### src/rtl/ibex_instr_arb_pkg.sv
// Shared types and constants for the instruction-bus arbiter slice.
//   MAX_PORTS : upper bound on the number of requesting hosts
//   ADDR_W    : instruction word-address width
//   arb_id_t  : source ID wide enough for MAX_PORTS hosts
//   arb_cnt_t : outstanding-transaction counter
package ibex_instr_arb_pkg;

  localparam int MAX_PORTS = 4;
  localparam int ADDR_W    = 32;
  localparam int CNT_W     = 4;

  typedef logic [1:0]       arb_id_t;
  typedef logic [CNT_W-1:0] arb_cnt_t;

endpackage

### src/rtl/ibex_instr_arb_id_fifo.sv
// Circular FIFO of source IDs for granted-but-unanswered transactions.
// The head entry names the host that owns the next in-order response.
// Ports:
//   clk_i, rst_i   clock, asynchronous active-high reset
//   push_i/push_id_i  enqueue an ID (ignored when full)
//   pop_i          dequeue the head (ignored when empty)
//   head_id_o      ID at the head of the queue
//   empty_o/full_o occupancy flags
//   count_o        number of stored IDs
module ibex_instr_arb_id_fifo
  import ibex_instr_arb_pkg::*;
#(
  parameter int Depth = 2,
  parameter int IdW   = 1
) (
  input  logic           clk_i,
  input  logic           rst_i,
  input  logic           push_i,
  input  logic [IdW-1:0] push_id_i,
  input  logic           pop_i,
  output logic [IdW-1:0] head_id_o,
  output logic           empty_o,
  output logic           full_o,
  output arb_cnt_t       count_o
);

  localparam int PtrW = (Depth > 1) ? $clog2(Depth) : 1;

  logic [IdW-1:0]  mem_q [Depth];
  logic [PtrW-1:0] rd_ptr_q;
  logic [PtrW-1:0] wr_ptr_q;
  arb_cnt_t        count_q;
  logic            do_push;
  logic            do_pop;

  function automatic logic [PtrW-1:0] ptr_inc(input logic [PtrW-1:0] p);
    return (p == PtrW'(Depth - 1)) ? '0 : p + 1'b1;
  endfunction

  assign empty_o   = (count_q == '0);
  assign full_o    = (count_q == arb_cnt_t'(Depth));
  assign count_o   = count_q;
  assign head_id_o = mem_q[rd_ptr_q];

  assign do_push = push_i & ~full_o;
  assign do_pop  = pop_i & ~empty_o;

  always_ff @(posedge clk_i or posedge rst_i) begin
    if (rst_i) begin
      rd_ptr_q <= '0;
      wr_ptr_q <= '0;
      count_q  <= '0;
      for (int i = 0; i < Depth; i++) begin
        mem_q[i] <= '0;
      end
    end else begin
      if (do_push) begin
        mem_q[wr_ptr_q] <= push_id_i;
        wr_ptr_q        <= ptr_inc(wr_ptr_q);
      end
      if (do_pop) begin
        rd_ptr_q <= ptr_inc(rd_ptr_q);
      end
      // Simultaneous push and pop leaves the occupancy unchanged.
      case ({do_push, do_pop})
        2'b10:   count_q <= count_q + 1'b1;
        2'b01:   count_q <= count_q - 1'b1;
        default: count_q <= count_q;
      endcase
    end
  end

endmodule

### src/rtl/ibex_instr_bus_arbiter.sv
// Shares one instruction-memory req/gnt/rvalid bus between NumPorts hosts
// (2..4). Port 0 is the core prefetch buffer, port 1 a secondary reader.
// Build option: define IBEX_INSTR_ARB_FIXED_PRIO_EN for fixed priority
// (lowest index wins); otherwise arbitration is round-robin.
// Ports:
//   clk_i, rst_i                clock, asynchronous active-high reset
//   host_req_i/host_gnt_o       per-host request / zero-cycle grant
//   host_addr_i                 per-host word address, host i at [32i+:32]
//   host_rvalid_o               per-host response valid (in grant order)
//   host_rdata_o/host_err_o     response data/error, broadcast
//   instr_*                     downstream instruction bus
//   busy_o                      transactions outstanding or request pending
//   spurious_rvalid_o           sticky: rvalid seen with nothing outstanding
//
// Handshake: a host raises req with a stable addr and holds both until the
// cycle its gnt is high; that cycle is the transfer. Downstream follows the
// same req/gnt rule. Every granted transfer receives exactly one rvalid,
// in grant order, some cycles later; rvalid has no back-pressure.
module ibex_instr_bus_arbiter
  import ibex_instr_arb_pkg::*;
#(
  parameter int NumPorts       = 2,
  parameter int MaxOutstanding = 2
) (
  input  logic                       clk_i,
  input  logic                       rst_i,
  input  logic [NumPorts-1:0]        host_req_i,
  output logic [NumPorts-1:0]        host_gnt_o,
  input  logic [NumPorts*ADDR_W-1:0] host_addr_i,
  output logic [NumPorts-1:0]        host_rvalid_o,
  output logic [31:0]                host_rdata_o,
  output logic                       host_err_o,
  output logic                       instr_req_o,
  input  logic                       instr_gnt_i,
  output logic [ADDR_W-1:0]          instr_addr_o,
  input  logic                       instr_rvalid_i,
  input  logic [31:0]                instr_rdata_i,
  input  logic                       instr_err_i,
  output logic                       busy_o,
  output logic                       spurious_rvalid_o
);

  localparam int IdW = (NumPorts > 1) ? $clog2(NumPorts) : 1;

  logic           lock_q;
  logic [IdW-1:0] locked_id_q;
  logic [IdW-1:0] sel;
  logic [IdW-1:0] sel_unlocked;
  logic           grant;
  logic           spurious_q;
  logic [IdW-1:0] head_id;
  logic           fifo_empty;
  logic           fifo_full;
  arb_cnt_t       fifo_count;

`ifdef IBEX_INSTR_ARB_FIXED_PRIO_EN
  // Lowest requesting index wins.
  always_comb begin
    logic found;
    found        = 1'b0;
    sel_unlocked = '0;
    for (int i = 0; i < NumPorts; i++) begin
      if (!found && host_req_i[i]) begin
        sel_unlocked = IdW'(i);
        found        = 1'b1;
      end
    end
  end
`else
  logic [IdW-1:0] rr_ptr_q;

  // Scan from rr_ptr_q upward with wrap; with no requester the pointer
  // itself is selected so the idle address is still well defined.
  always_comb begin
    logic found;
    int   idx;
    found        = 1'b0;
    idx          = 0;
    sel_unlocked = rr_ptr_q;
    for (int j = 0; j < NumPorts; j++) begin
      idx = int'(rr_ptr_q) + j;
      if (idx >= NumPorts) begin
        idx = idx - NumPorts;
      end
      if (!found && host_req_i[idx]) begin
        sel_unlocked = IdW'(idx);
        found        = 1'b1;
      end
    end
  end

  always_ff @(posedge clk_i or posedge rst_i) begin
    if (rst_i) begin
      rr_ptr_q <= '0;
    end else if (grant) begin
      rr_ptr_q <= (sel == IdW'(NumPorts - 1)) ? '0 : sel + 1'b1;
    end
  end
`endif

  // A request that is offered but not granted keeps its host selected so
  // the downstream address never changes under a pending request.
  assign sel = lock_q ? locked_id_q : sel_unlocked;

  // The tracker occupancy is registered, so there is no combinational path
  // from instr_rvalid_i into instr_req_o.
  assign instr_req_o  = host_req_i[sel] & ~fifo_full;
  assign instr_addr_o = host_addr_i[ADDR_W*int'(sel) +: ADDR_W];
  assign grant        = instr_req_o & instr_gnt_i;

  always_comb begin
    host_gnt_o      = '0;
    host_gnt_o[sel] = grant;
  end

  // While full, instr_req_o is low so neither the set nor the clear-on-grant
  // branch fires and an existing lock is simply held.
  always_ff @(posedge clk_i or posedge rst_i) begin
    if (rst_i) begin
      lock_q      <= 1'b0;
      locked_id_q <= '0;
    end else if (instr_req_o && !instr_gnt_i) begin
      lock_q      <= 1'b1;
      locked_id_q <= sel;
    end else if (grant) begin
      lock_q <= 1'b0;
    end else if (lock_q && !host_req_i[locked_id_q]) begin
      // Locked host withdrew its request; release rather than wedge.
      lock_q <= 1'b0;
    end
  end

  ibex_instr_arb_id_fifo #(
    .Depth (MaxOutstanding),
    .IdW   (IdW)
  ) u_id_fifo (
    .clk_i     (clk_i),
    .rst_i     (rst_i),
    .push_i    (grant),
    .push_id_i (sel),
    .pop_i     (instr_rvalid_i),
    .head_id_o (head_id),
    .empty_o   (fifo_empty),
    .full_o    (fifo_full),
    .count_o   (fifo_count)
  );

  always_comb begin
    host_rvalid_o = '0;
    if (instr_rvalid_i && !fifo_empty) begin
      host_rvalid_o[head_id] = 1'b1;
    end
  end

  assign host_rdata_o = instr_rdata_i;
  assign host_err_o   = instr_err_i;

  always_ff @(posedge clk_i or posedge rst_i) begin
    if (rst_i) begin
      spurious_q <= 1'b0;
    end else if (instr_rvalid_i && fifo_empty) begin
      spurious_q <= 1'b1;
    end
  end

  assign spurious_rvalid_o = spurious_q;
  assign busy_o            = (fifo_count != '0) | instr_req_o;

endmodule
### config.mk
export PLATFORM = sky130hd
export DESIGN_NAME = ibex_instr_bus_arbiter
export DESIGN_NICKNAME = d
export VERILOG_FILES = /design/src/rtl/ibex_instr_arb_pkg.sv /design/src/rtl/ibex_instr_arb_id_fifo.sv /design/src/rtl/ibex_instr_bus_arbiter.sv
export SDC_FILE = /design/constraint.sdc
export NUM_CORES = 1
export LEC_CHECK = 0
export CAP_MARGIN = 20
export CORE_MARGIN = 3
export CORE_UTILIZATION = 27
export CTS_BUF_LIST = sky130_fd_sc_hd__clkbuf_4
export CTS_CLUSTER_SIZE = 20
export DETAILED_ROUTE_END_ITERATION = 6
export GPL_ROUTABILITY_DRIVEN = 1
export PLACE_DENSITY = 0.83
export REMOVE_ABC_BUFFERS = 1
export SYNTH_ARGS = -nofsm -noshare
export SYNTH_HDL_FRONTEND = slang
export SYNTH_SLANG_ARGS = --single-unit
### constraint.sdc
create_clock -name clk_i -period 3 [get_ports clk_i]
set_input_delay 0.45 -clock clk_i [delete_from_list [all_inputs] [get_ports clk_i]]
set_output_delay 0.45 -clock clk_i [all_outputs]
set_load 0.02 [all_outputs]
# Word-level counts from Yosys, hierarchy flattened
# Cells that the tools add are included.
word_totals:
  reg_bits: 12
  latch_bits: 0
  ramBits: 0
  rom_bits: 0
  output_inout_bits: 72
  elab_cells: 93
  n_memories: 0
op_classes:
  addsub: 8
  n_mul: 0
  div_mod_pow: 0
  magnitude_cmp: 12
  n_eq_ne: 3
  n_shift: 1
  n_mux: 34
  bitwise: 10
  reduce_logical: 16
op_table:
  columns: ["operator", "count"]
  rows:
  - ["less-than comparator 32 x 3 -> 1 bit, second input constant", 2]
  - ["2-to-1 mux 32 bit", 2]
  - ["variable part select 64 x 7 -> 32 bit", 1]
  - ["2-to-1 mux 1 bit", 26]
  - ["logical AND 1 bit", 8]
  - ["one-hot mux 4 bit (2 select lines)", 1]
  - ["greater-or-equal comparator 2 bit, second input constant", 3]
  - ["less-than comparator 1 x 2 -> 1 bit, second input constant", 3]
  - ["adder 4 x 1 -> 4 bit, second input constant", 1]
  - ["AND 1 bit", 4]
  - ["equality test 4 x 2 -> 1 bit, second input constant", 1]
  - ["zero test 1 bit", 4]
  - ["zero test 4 bit", 1]
  - ["NOT 1 -> 2 bit", 2]
  - ["nonzero test 4 bit", 1]
  - ["subtractor 4 x 1 -> 4 bit, second input constant", 1]
  - ["adder 1 bit, second input constant", 3]
  - ["demux 1 bit (select 1 bit)", 3]
  - ["nonzero test 3 bit", 1]
  - ["subtractor 1 x 2 -> 3 bit, second input constant", 1]
  - ["subtractor 2 x 2 -> 3 bit, second input constant", 1]
  - ["adder 1 x 1 -> 2 bit, second input constant", 1]
  - ["AND 2 bit", 1]
  - ["bitwise mux 2 bit", 1]
  - ["other kinds (9)", 11]

# Longest topological paths before layout
logic_depth:
  word_depth: 17
  ltp_mapped: 11

# Modules after synthesis
# From an unflattened synthesis, not the netlist that was laid out.
hier_totals:
  cells_unflattened: 147
  hier_area_um2: 1442.6
by_module_without_submodules:
  columns: ["mod", "n_inst", "cells_per_inst", "area_each_um2"]
  rows:
  - ["ibex_instr_bus_arbiter", 1, 100, 938.4]
  - ["ibex_instr_arb_id_fifo", 1, 47, 504.2]

# Worst setup path before layout
# No wires, ideal clock.
synth_path:
  path_kind: "reg-to-reg"
  start: "register u_id_fifo.count_q[1], in the netlist u_id_fifo.count_o[1]"
  end: "register u_id_fifo.count_q[3], in the netlist u_id_fifo.count_o[3]"
  setup_ns: 0.079
  arrival_ns: 2.160
  required_ns: 2.921
  path_slack_ns: 0.761
  stages_incl_launch_ff: 10
  path_buffers: 2
  period_less_slack_ns: 2.239
  path_cell_list: "dfrtp_1 buf_2 nor4_4 nand2b_1 buf_2 inv_1 ha_1 or3_1 o22ai_1 xor2_1"
synth_between:
  elab_cells_between_ends: 14
  classes_between: "add/sub: 2; eq/ne: 3; mux: 1; bitwise: 6; reduce/logical: 2"
synth_lines:
  columns: ["item", "line_no", "source"]
  rows:
  - ["start: declaration", "ibex_instr_arb_id_fifo.sv:32", "arb_cnt_t count_q;"]
  - ["start signal: assignment", "ibex_instr_arb_id_fifo.sv:66", "2'b10: count_q <= count_q + 1'b1;"]
  - ["start signal: assignment", "ibex_instr_arb_id_fifo.sv:67", "2'b01: count_q <= count_q - 1'b1;"]
  - ["start signal: assignment", "ibex_instr_arb_id_fifo.sv:68", "default: count_q <= count_q;"]
  - ["zero test 4 bit *", "ibex_instr_arb_id_fifo.sv:40", "assign empty_o = (count_q == '0);"]
  - ["NOT 1 bit *", "ibex_instr_arb_id_fifo.sv:46", "assign do_pop = pop_i & ~empty_o;"]
  - ["AND 1 bit *", "ibex_instr_arb_id_fifo.sv:46", null]
  - ["net u_id_fifo.do_pop", "ibex_instr_arb_id_fifo.sv:34", "logic do_pop;"]
  - ["equality test 2 x 1 -> 1 bit / equality test 2 bit (equally long branches)", "ibex_instr_arb_id_fifo.sv:65", "case ({do_push, do_pop})"]
  - ["one-hot mux 4 bit (2 select lines) / nonzero test 2 bit (equally long branches)", null, null]
# Mark *: on every way through the listed nets, which the timed path passes. The rest lies on a longest branch.
# A chain may end at the register's enable or synchronous reset.

# Final worst setup path
layout_path:
  start: "input port host_req_i[1]"
  end: "output port host_gnt_o[0]"
layout_between:
  elab_chain_len: 13
  elab_cells_between_ends: 22
  classes_between: "order compare: 2; mux: 14; bitwise: 3; reduce/logical: 3"
layout_rtl:
  columns: ["item", "line_no", "source"]
  rows:
  - ["start: declaration", "ibex_instr_bus_arbiter.sv:27", "input logic [NumPorts-1:0] host_req_i,"]
  - ["2-to-1 mux 1 bit (not written as such) (3 in a row)", "ibex_instr_bus_arbiter.sv:85", "if (!found && host_req_i[idx]) begin"]
  - ["2-to-1 mux 1 bit", "ibex_instr_bus_arbiter.sv:85", null]
  - ["zero test 1 bit", "ibex_instr_bus_arbiter.sv:85", null]
  - ["logical AND 1 bit", "ibex_instr_bus_arbiter.sv:85", null]
  - ["2-to-1 mux 1 bit", "ibex_instr_bus_arbiter.sv:85", null]
  - ["2-to-1 mux 1 bit", "ibex_instr_bus_arbiter.sv:103", "assign sel = lock_q ? locked_id_q : sel_unlocked;"]
  - ["less-than comparator 1 x 2 -> 1 bit (not written as such) (tied with other cells)", "ibex_instr_bus_arbiter.sv:113", "host_gnt_o[sel] = grant;"]
  - ["logical AND 1 bit (not written as such) / 2-to-1 mux 1 bit (equally long branches)", "ibex_instr_bus_arbiter.sv:113, ibex_instr_bus_arbiter.sv:107", null]
  - ["2-to-1 mux 1 bit (not written as such) / AND 1 bit (equally long branches)", "ibex_instr_bus_arbiter.sv:113, ibex_instr_bus_arbiter.sv:107", null]
  - ["demux 1 bit (select 1 bit) / AND 1 bit (equally long branches)", "ibex_instr_bus_arbiter.sv:113, ibex_instr_bus_arbiter.sv:109", null]
  - ["AND 2 bit (no line) *", null, null]
  - ["end: declaration", "ibex_instr_bus_arbiter.sv:28", "output logic [NumPorts-1:0] host_gnt_o,"]
# Mark *: on every way between the ends. The rest lies on a longest branch, timed or not. The select of a mux whose other input is x is not followed.

==> flow_metrics.env <==
export IMPL_cp_end_kind="output port"
export IMPL_cts_tree="built"
export IMPL_slew_violations=0
export IMPL_syn_inst=148
export IMPL_ff_latch_area_um2=300.3
export IMPL_rsz0062_at_grt="no"
export IMPL_synth_top_area_cell="mux2_2"
export IMPL_hp_start="spurious_rvalid_o$_DFFE_PP0P_"
export IMPL_worstHoldPathType="flop to flop"
export IMPL_drt_wirelength_per_cell_um=18.14
export IMPL_root_buffer="clkbuf_4"
export IMPL_pin_count=175
export IMPL_grt_overflow=0
export IMPL_drt_iter0_drc=43
export IMPL_syn_cell_area_mm2=0.001426
export IMPL_yosys_warnings=0
export IMPL_nets=331
export IMPL_max_slew_margin_rel_pct=67.93
export IMPL_fmax_mhz=355.3
export IMPL_critPathBufInv=4
export IMPL_cts_resized_gates=0
export IMPL_drt_pass1_iterations=4
export IMPL_critPathSlowestCell="clkdlybuf4s50_1"
export IMPL_critPathArrivalTime_ps=2360
export IMPL_cts_sinks=12
export IMPL_final_cells=292
export IMPL_r2r_start="u_id_fifo.count_o[2]$_DFFE_PP0P_"
export IMPL_synth_area_leaders="mux2_2, dfrtp_1, buf_4"
export IMPL_fillers=435
export IMPL_worst_clock_skew_ps=1.714
export IMPL_post_cts_buffers=0
export IMPL_initial_core_util_pct=29.04
export IMPL_die_width_um=78.69
export IMPL_drc=0
export IMPL_ys_async_sr_fraction_pct=100.0
export IMPL_status="finished, final reports clean"
export IMPL_drive_gt1_share_pct=21.33
export IMPL_hpwl_um=4453
export IMPL_drv_cap=0
export IMPL_yosysTopAreaCellShare_pct=27.63
export IMPL_whs_ps=465.7
export IMPL_worst_pin_slew_ps=480.6
export IMPL_worstPathRequired_ps=2550
export IMPL_ctsHoldBuffers=0
export IMPL_ant_nets=0
export IMPL_num_rows=25
export IMPL_tns_ps=0
export IMPL_power_density_mw_per_mm2=714.1
export IMPL_antenna_found_initial=0
export IMPL_max_stage_delay_ps=650
export IMPL_h_tree_depth=1
export IMPL_ir_worst_vdd_v=0.0002685
export IMPL_startpoint_type="input pin"
export IMPL_antenna_cells=0
export IMPL_grt_pass1_wl_um=7948
export IMPL_multi_input_area_um2=807.0
export IMPL_crit_chain="clkdlybuf4s50_1 -> buf_4 -> a2bb2oi_2 -> and3_4 -> inv_2 -> nor2_1 -> clkdlybuf4s50_1"
export IMPL_portBuffers=108
export IMPL_die_y_um=78.69
export IMPL_num_vias=1382
export IMPL_cts_clk_slew_worst_paths_ps=80
export IMPL_ys_ff_latch=12
export IMPL_synth_cell_types=35
export IMPL_fin_crit_sh_pct=93.81
export IMPL_cpMostUsedCell="clkdlybuf4s50_1"
export IMPL_grt_pass1_vias=1534
export IMPL_synth_edff_count=0
export IMPL_core_mm2=0.004911
export IMPL_setup_worst_path_class="input pin to output port"
export IMPL_drt_wl_total_um=5297
export IMPL_dp_cells=288
export IMPL_crit_start="host_req_i[1]"
export IMPL_grt_use_total_pct=16.76
export IMPL_min_period_ps=2814
export IMPL_cp_top_family="buffers and inverters"
export IMPL_hold_viol=0
export IMPL_post_route_util_pct=49.76
export IMPL_leakage_uw=0.001217
export IMPL_gp_congestion=0.8381
export IMPL_clk_latency_ps=280
export IMPL_grt_max_degree=38
export IMPL_die_area_mm2=0.006191
export IMPL_yosysSeqAreaShare_pct=21.05
export IMPL_avgSynthCellArea_um2=9.638
export IMPL_path_max_fanout=5
export IMPL_via_per_inst=4.733
export IMPL_ys_flop_type="dfrtp_1"
export IMPL_cts_buffers=3
export IMPL_syn2layout_area_growth_pct=71.32
export IMPL_setup_violations_final=0
export IMPL_clockBufferDepth=2
## layout make-up
| cell class | instances | share of cell area [%] |
|---|---|---|
| inverter | 6 | 0.9217 |
| tap | 67 | 3.431 |
| clock buffer | 3 | 0.9217 |
| sequential | 12 | 12.29 |
| multi-input combinational | 91 | 33.03 |
| clock inverter | 1 | 0.1536 |
| timing repair buffer | 112 | 49.26 |
## metal layers
metal  routed length (um)  up-vias  global-route usage (%)
li1                     -      637                       -
met1                 1808      616                   17.23
met2                 2416      120                   26.15
met3                  971        7                   12.50
met4                   49        2                   4.196
met5                   51        -                   9.091
## registers in the layout, indices dropped and copies added, names as in the netlist
name                count
rr_ptr_q                1
u_id_fifo.count_o       4
lock_q                  1
u_id_fifo.rd_ptr_q      1
u_id_fifo.mem_q         2
locked_id_q             1
u_id_fifo.wr_ptr_q      1
spurious_rvalid_o       1
## cells in the mapped netlist, types with 2 or more instances
library cell / n
and2_1: 2
nor2b_1: 2
nand2_1: 6
ha_1: 2
mux2_1: 2
nand2b_1: 2
xnor2_1: 3
o21ai_0: 5
buf_4: 33
mux2i_1: 2
inv_1: 5
xor2_1: 2
nor3_1: 2
dfrtp_1: 12
buf_6: 3
a21o_1: 3
mux2_2: 35
nor2_1: 8
buf_2: 3
## stage by stage
stage / area, um2 / total power (uW) / setup slack, ps
global route: 2444 / 1880 / 29.67
finish: 2444 / 1745 / 185.6
floorplan: 1130 / 1124 / 527.8
global placement: 2337 / 1654 / 81.84
CTS: 2364 / 1796 / 51.12
detailed placement: 2337 / 1681 / 54.64
## logic make-up after synthesis
| group | Yosys count | share of synthesized area, % |
|---|---|---|
| compound gates | 18 | 10.26 |
| mux | 39 | 30.61 |
| flops | 12 | 21.05 |
| xor+xnor | 5 | 3.071 |
| buf+inv | 45 | 22.37 |
| fa+ha+maj | 2 | 1.754 |
| simple gates | 27 | 10.88 |
## placed cells by master, fill, tap and decap left out, types with 2 or more instances in the layout
| cell type | instances |
|---|---|
| mux2i_1 | 2 |
| mux2_1 | 2 |
| clkdlybuf4s50_1 | 76 |
| nor3_1 | 2 |
| nand2_1 | 6 |
| o21ai_0 | 5 |
| mux2_2 | 35 |
| nor2_1 | 8 |
| xnor2_1 | 3 |
| ha_1 | 2 |
| nor2b_1 | 2 |
| buf_4 | 3 |
| and2_1 | 2 |
| dlymetal6s2s_1 | 32 |
| dfrtp_1 | 12 |
| xor2_1 | 2 |
| a21o_1 | 3 |
| nand2b_1 | 2 |
| inv_1 | 5 |
| clkbuf_4 | 3 |
## final timing paths
| check | endpoint | slack [ps] | cells past startpoint |
|---|---|---|---|
| setup / recovery | host_gnt_o[0] | 190 | 7 |
| hold / removal | spurious_rvalid_o$_DFFE_PP0P_ | 470 | 1 |
| setup reg to reg | u_id_fifo.count_o[3]$_DFFE_PP0P_ | 600 | 9 |
| hold reg to reg | spurious_rvalid_o$_DFFE_PP0P_ | 470 | 1 |
| max in group asynchronous | u_id_fifo.wr_ptr_q$_DFFE_PP0P_ | 2190 | 2 |
| min in group asynchronous | u_id_fifo.mem_q[0]$_DFFE_PP0P_ | 480 | 2 |
## report_power, final
part,switching [uW],total [uW],internal [uW]
Clock,57.9,106,48.3
Combinational,576,1280,707
Sequential,113,356,243
(Power assumes the default switching activity.)
